===== src/rtl/board_ram_arbiter.sv =====
// Sole driver of the board-state BlockRAM port: shares it between CPU and VGA
// requesters (round-robin on ties) and runs the hardware board-clear sequence.
module board_ram_arbiter #(
  parameter int              ADDR_W    = 12,
  parameter int              DATA_W    = 32,
  parameter int              NUM_TILES = 256,
  parameter int              CLR_BASE  = 0,
  parameter logic [DATA_W-1:0] CLEAR_VAL = '0
) (
  input  logic              clock,
  input  logic              reset,
  input  logic              clr_start,
  output logic              clr_busy,
  output logic              clr_done,
  input  logic              cpu_req,
  input  logic              cpu_we,
  input  logic [ADDR_W-1:0] cpu_addr,
  input  logic [DATA_W-1:0] cpu_wdata,
  output logic              cpu_ack,
  output logic [DATA_W-1:0] cpu_rdata,
  input  logic              vga_req,
  input  logic [ADDR_W-1:0] vga_addr,
  output logic              vga_ack,
  output logic [DATA_W-1:0] vga_rdata,
  output logic              ram_wEn,
  output logic [ADDR_W-1:0] ram_addr,
  output logic [DATA_W-1:0] ram_dataIn,
  input  logic [DATA_W-1:0] ram_dataOut
);

  localparam int CNT_W = (NUM_TILES > 1) ? $clog2(NUM_TILES) : 1;
  localparam logic [CNT_W-1:0] LAST_CNT = CNT_W'(NUM_TILES - 1);

  typedef enum logic [1:0] {
    GRANT_NONE  = 2'd0,
    GRANT_CPU   = 2'd1,
    GRANT_VGA   = 2'd2,
    GRANT_CLEAR = 2'd3
  } grant_e;

  typedef enum logic {
    ST_IDLE     = 1'b0,
    ST_CLEARING = 1'b1
  } clr_state_e;

  grant_e            grant_s;
  logic              cpu_elig_s;
  logic              vga_elig_s;
  logic [ADDR_W-1:0] clr_addr_s;
  logic [ADDR_W-1:0] ram_addr_s;
  logic [DATA_W-1:0] ram_din_s;
  logic              ram_we_s;

  clr_state_e        clr_state_r;
  logic [CNT_W-1:0]  clr_cnt_r;
  logic              clr_busy_r;
  logic              clr_done_r;
  logic              cpu_ack_r;
  logic              cpu_rd_r;
  logic              vga_ack_r;
  logic              last_vga_r;
  logic [ADDR_W-1:0] addr_hold_r;
  logic [DATA_W-1:0] cpu_rdata_r;
  logic [DATA_W-1:0] vga_rdata_r;

  // A requester in its ack cycle is not eligible, so a still-high req cannot be granted twice.
  assign cpu_elig_s = cpu_req & ~cpu_ack_r;
  assign vga_elig_s = vga_req & ~vga_ack_r;
  assign clr_addr_s = ADDR_W'(CLR_BASE) + ADDR_W'(clr_cnt_r);

  // Grant selection: clear engine first, then round-robin between CPU and VGA.
  always_comb begin
    grant_s = GRANT_NONE;
    if (clr_busy_r) begin
      grant_s = GRANT_CLEAR;
    end else if (cpu_elig_s && vga_elig_s) begin
      grant_s = last_vga_r ? GRANT_CPU : GRANT_VGA;
    end else if (vga_elig_s) begin
      grant_s = GRANT_VGA;
    end else if (cpu_elig_s) begin
      grant_s = GRANT_CPU;
    end else begin
      grant_s = GRANT_NONE;
    end
  end

  // RAM port drive from the current grant; the address parks on its last value when idle.
  always_comb begin
    ram_addr_s = addr_hold_r;
    ram_din_s  = '0;
    ram_we_s   = 1'b0;
    case (grant_s)
      GRANT_CLEAR: begin
        ram_addr_s = clr_addr_s;
        ram_din_s  = CLEAR_VAL;
        ram_we_s   = 1'b1;
      end
      GRANT_CPU: begin
        ram_addr_s = cpu_addr;
        ram_din_s  = cpu_wdata;
        ram_we_s   = cpu_we;
      end
      GRANT_VGA: begin
        ram_addr_s = vga_addr;
      end
      default: begin
        ram_addr_s = addr_hold_r;
      end
    endcase
  end

  assign ram_wEn    = ram_we_s & reset;
  assign ram_addr   = ram_addr_s;
  assign ram_dataIn = ram_din_s;

  // Read data is live from the RAM during a read ack and held from a capture register otherwise.
  assign cpu_rdata = (cpu_ack_r && cpu_rd_r) ? ram_dataOut : cpu_rdata_r;
  assign vga_rdata = vga_ack_r ? ram_dataOut : vga_rdata_r;
  assign cpu_ack   = cpu_ack_r;
  assign vga_ack   = vga_ack_r;
  assign clr_busy  = clr_busy_r;
  assign clr_done  = clr_done_r;

  // Access completion, round-robin history and read-data capture.
  always_ff @(posedge clock or negedge reset) begin
    if (!reset) begin
      cpu_ack_r   <= 1'b0;
      cpu_rd_r    <= 1'b0;
      vga_ack_r   <= 1'b0;
      last_vga_r  <= 1'b0;
      addr_hold_r <= '0;
      cpu_rdata_r <= '0;
      vga_rdata_r <= '0;
    end else begin
      cpu_ack_r   <= (grant_s == GRANT_CPU);
      cpu_rd_r    <= (grant_s == GRANT_CPU) && !cpu_we;
      vga_ack_r   <= (grant_s == GRANT_VGA);
      addr_hold_r <= ram_addr_s;
      if (grant_s == GRANT_CPU) begin
        last_vga_r <= 1'b0;
      end else if (grant_s == GRANT_VGA) begin
        last_vga_r <= 1'b1;
      end
      if (cpu_ack_r && cpu_rd_r) begin
        cpu_rdata_r <= ram_dataOut;
      end
      if (vga_ack_r) begin
        vga_rdata_r <= ram_dataOut;
      end
    end
  end

  // Board-clear FSM: one write per cycle for NUM_TILES cycles, done pulse on exit.
  always_ff @(posedge clock or negedge reset) begin
    if (!reset) begin
      clr_state_r <= ST_IDLE;
      clr_cnt_r   <= '0;
      clr_busy_r  <= 1'b0;
      clr_done_r  <= 1'b0;
    end else begin
      case (clr_state_r)
        ST_IDLE: begin
          clr_done_r <= 1'b0;
          if (clr_start) begin
            clr_state_r <= ST_CLEARING;
            clr_cnt_r   <= '0;
            clr_busy_r  <= 1'b1;
          end
        end
        ST_CLEARING: begin
          if (clr_cnt_r == LAST_CNT) begin
            clr_state_r <= ST_IDLE;
            clr_cnt_r   <= '0;
            clr_busy_r  <= 1'b0;
            clr_done_r  <= 1'b1;
          end else begin
            clr_cnt_r  <= clr_cnt_r + CNT_W'(1);
            clr_done_r <= 1'b0;
          end
        end
        default: begin
          clr_state_r <= ST_IDLE;
          clr_cnt_r   <= '0;
          clr_busy_r  <= 1'b0;
          clr_done_r  <= 1'b0;
        end
      endcase
    end
  end

endmodule


===== config.mk =====
export PLATFORM = sky130hd
export DESIGN_NAME = board_ram_arbiter
export DESIGN_NICKNAME = d
export VERILOG_FILES = /design/src/rtl/board_ram_arbiter.sv
export SDC_FILE = /design/constraint.sdc
export NUM_CORES = 1
export LEC_CHECK = 0
export CORE_AREA = 2 2 114 88
export DETAILED_ROUTE_END_ITERATION = 6
export DIE_AREA = 0 0 116 90
export HOLD_SLACK_MARGIN = 0.03
export PLACE_DENSITY = 0.85
export SLEW_MARGIN = 20
export SYNTH_ARGS = -nofsm -noshare
export SYNTH_HDL_FRONTEND = slang
export SYNTH_SLANG_ARGS = --single-unit
export TNS_END_PERCENT = 1

===== constraint.sdc =====
create_clock -name clock -period 4.5 [get_ports clock]
set_input_delay 0.45 -clock clock [delete_from_list [all_inputs] [get_ports clock]]
set_output_delay 0.45 -clock clock [all_outputs]
set_load 0.02 [all_outputs]

==> impl_metrics.env <==
export IMPL_status="finished clean"
export IMPL_tightest_slew_ns=0.968
export IMPL_cts_setup_buffers=0
export IMPL_postCtsHoldBufs=0
export IMPL_path_buf_inv=3
export IMPL_ys_seq_area_share_pct=58.1
export IMPL_io_buffers=206
export IMPL_drtIter0Drc=181
export IMPL_antenna_found_initial=0
export IMPL_switchingPower_w=0.00109
export IMPL_post_drt_wl_per_cell_um=17.0
export IMPL_final_cell_mix="clkdlybuf4s50_1, dfrtp_1, mux2_2"
export IMPL_cts_tree="built"
export IMPL_path_delay_family="buffers and inverters"
export IMPL_core_um2=9390
export IMPL_cp_depth=9
export IMPL_gp_congestion=0.801
export IMPL_num_antenna_cells=0
export IMPL_crit_path_start="cpu_req"
export IMPL_cts_max_path_buffers=2
export IMPL_overflow=0
export IMPL_num_rows=31
export IMPL_ios=207
export IMPL_setup_tns_ns=0
export IMPL_cp_end_kind="output pin"
export IMPL_drv_slew=0
export IMPL_p_int_w=0.00218
export IMPL_nNetsFinal=603
export IMPL_initial_core_util_pct=41.7
export IMPL_cpPeakStageDelay_ns=0.83
export IMPL_htreeDepth=3
export IMPL_layout_commonest_cell="clkdlybuf4s50_1"
export IMPL_maxCapViolCount=0
export IMPL_hpwlAfterDp_um=8260
export IMPL_netlist_area_um2=3920
export IMPL_power_frac_clock_pct=21.3
export IMPL_dr_total_vias=3160
export IMPL_cts_inserted_buffers=9
export IMPL_combPwrFrac_pct=42.5
export IMPL_p_per_area_nw_per_um2=513
export IMPL_die_w_um=116
export IMPL_post_route_util_pct=67.8
export IMPL_leakage_nw=2.59
export IMPL_ys_ff_latch=91
export IMPL_fillerInstances=720
export IMPL_crit_fanout=33
export IMPL_post_route_period_util_pct=87.3
export IMPL_ant_nets=0
export IMPL_area_growth_pct=62.5
export IMPL_die_h_um=90
export IMPL_cp_cell_sequence="clkdlybuf4s50_1, nor2b_1, nand2_1, a21oi_1, ha_1, buf_4, a21oi_1, nor3b_1, clkdlybuf4s50_1"
export IMPL_synth_nets=400
export IMPL_hold_viol=0
export IMPL_fin_ws_ns=0.574
export IMPL_grt_pass1_vias=3364
export IMPL_post_cts_resize_count=0
export IMPL_yosysUniqueCellTypes=35
export IMPL_cts_num_sinks=91
export IMPL_hold_class="in -> async"
export IMPL_grt_max_degree=63
export IMPL_required_ns=4.05
export IMPL_avgSynthCellArea_um2=13.0
export IMPL_ys_warn_count=0
export IMPL_power_w=0.00327
export IMPL_place_ws_ns=0.552
export IMPL_vdd_drop_max_mv=0.234
export IMPL_synthesis_instances=301
export IMPL_crit_path_start_kind="input port"
export IMPL_fmaxAchievable_ghz=0.255
export IMPL_grt_pass1_wl_um=17200
export IMPL_drt_pass1_iterations=5
export IMPL_slowest_stage="ha_1"
export IMPL_clk_latency_ns=0.34
export IMPL_worstSetupPathType="in -> out"
export IMPL_r2r_worst_path_cells=6
export IMPL_drive_gt1_share_pct=17.9
export IMPL_fin_crit_ns=3.93
export IMPL_placed_area_um2=6090
export IMPL_rsz0062_at_grt="false"
export IMPL_stdcell_area_um2=6370
export IMPL_cts_root_buffer="clkbuf_16"
export IMPL_clock_skew_ns=0.00715
export IMPL_drc_errors=0
export IMPL_grtUsageTotal_pct=21.3
export IMPL_r2r_start="last_vga_r"
export IMPL_wirelength_um=10900
export IMPL_path_clk_slew_ns=0.07
export IMPL_fp_dieArea_um2=10400
export IMPL_power_frac_seq_pct=36.2
export IMPL_avgViaCountPerCell=4.93
export IMPL_swShare_pct=33.4
export IMPL_setup_violations=0
export IMPL_slew_headroom_pct=35.5
export IMPL_cp_arrival_ns=3.48
==> cell type report <==
cell class | instances | area, um^2 | share of cell area, %
repair buffers | 210 | 2090 | 32.8
clock buffers | 10 | 239 | 3.75
clock inverters | 6 | 40.0 | 0.629
inverters | 11 | 41.3 | 0.648
flip-flops and latches | 91 | 2280 | 35.8
multi-input cells | 181 | 1520 | 23.8
well taps | 132 | 165 | 2.59
==> cells in the mapped netlist <==
| master | instances | area (um^2) |
|---|---|---|
| mux2_2 | 64 | 721 |
| mux2i_1 | 9 | 90.1 |
| nor2_1 | 2 | 7.51 |
| a222oi_1 | 8 | 80.1 |
| and2_1 | 32 | 200 |
| clkbuf_1 | 8 | 30.0 |
| nand3_1 | 1 | 5.00 |
| or4_4 | 1 | 11.3 |
| o21ai_1 | 1 | 5.00 |
| a21oi_1 | 4 | 20.0 |
| nand2_2 | 1 | 6.26 |
| nor3b_1 | 1 | 7.51 |
| nand2_1 | 17 | 63.8 |
| o21ai_0 | 11 | 55.1 |
| inv_1 | 11 | 41.3 |
| nor4_1 | 1 | 6.26 |
| dfrtp_1 | 91 | 2280 |
| nor2b_1 | 4 | 25.0 |
| a21o_1 | 1 | 7.51 |
| o211ai_1 | 2 | 15.0 |
| or4_1 | 1 | 7.51 |
| buf_4 | 2 | 15.0 |
| or3b_1 | 1 | 8.76 |
| a21oi_2 | 1 | 8.76 |
| ha_1 | 5 | 62.6 |
| o311ai_0 | 1 | 8.76 |
| nand3_2 | 1 | 10.0 |
| a22oi_1 | 4 | 30.0 |
| o211ai_2 | 1 | 12.5 |
| nand4_1 | 3 | 18.8 |
| buf_1 | 1 | 3.75 |
| nand2b_1 | 1 | 6.26 |
| or3_2 | 1 | 7.51 |
| o41ai_1 | 1 | 8.76 |
| buf_2 | 7 | 35.0 |
==> registers in the layout, summed over array words and instances, names as in the netlist <==
register,flops
last_vga_r,1
clr_cnt_r,8
clr_state_r,1
addr_hold_r,12
clr_done,1
clr_busy,1
vga_rdata_r,32
cpu_rd_r,1
cpu_rdata_r,32
vga_ack,1
cpu_ack,1
==> through the flow <==
step           hold slack [ns]  instances
2_1_floorplan            0.154        301
3_3_place_gp             0.397        625
3_5_place_dp             0.404        625
4_1_cts                 0.0356        641
5_1_grt                 0.0622        641
6_report                0.0265        641
==> final timing paths <==
kind,slack (ns),to
hold reg to reg,0.49,cpu_rdata_r[26]
max in group asynchronous,3.36,cpu_rdata_r[15]
setup / recovery,0.57,ram_wEn
hold / removal,0.03,cpu_rdata_r[17]
setup reg to reg,2.06,addr_hold_r[1]
min in group clock,0.49,cpu_rdata_r[26]
==> worst reg2reg max path, stage by stage, from the launching register on <==
cell	delay (ns)
dfrtp_1	0.40
or3b_1	0.39
a21oi_2	0.23
inv_1	0.09
ha_1	0.53
a222oi_1	0.47
mux2i_1	0.17
==> power groups by stage <==
stage,combinational (W),sequential [W],clock [W]
after floorplan,0.000733,0.00115,0
after global placement,0.00136,0.00118,0
after detailed placement,0.00140,0.00120,0
after CTS,0.00141,0.00119,0.000714
after global routing,0.00148,0.00121,0.000745
final,0.00139,0.00118,0.000696
==> logic make-up (layout without fill, tap and decap cells) <==
| logic type | after synthesis | after routing | synth area share [%] |
|---|---|---|---|
| DFF | 91 | 91 | 58.1 |
| muxes | 73 | 73 | 20.7 |
| and+or+nand+nor | 68 | 68 | 9.99 |
| AOI/OAI and AO/OA | 35 | 35 | 6.42 |
| buffers and inverters | 29 | 237 | 3.19 |
| adders and majority gates | 5 | 5 | 1.60 |
==> metal layers <==
metal | GRT usage [%] | share of wire (%) | vias to the layer above | wire [um]
li1 | - | - | 1463 | -
met1 | 24.6 | 39 | 1535 | 4300
met2 | 36.3 | 50 | 146 | 5420
met3 | 7.55 | 9.0 | 16 | 985
met4 | 7.94 | 1.9 | 0 | 211
met5 | 0 | 0 | - | 0
(Power assumes the default switching activity.)
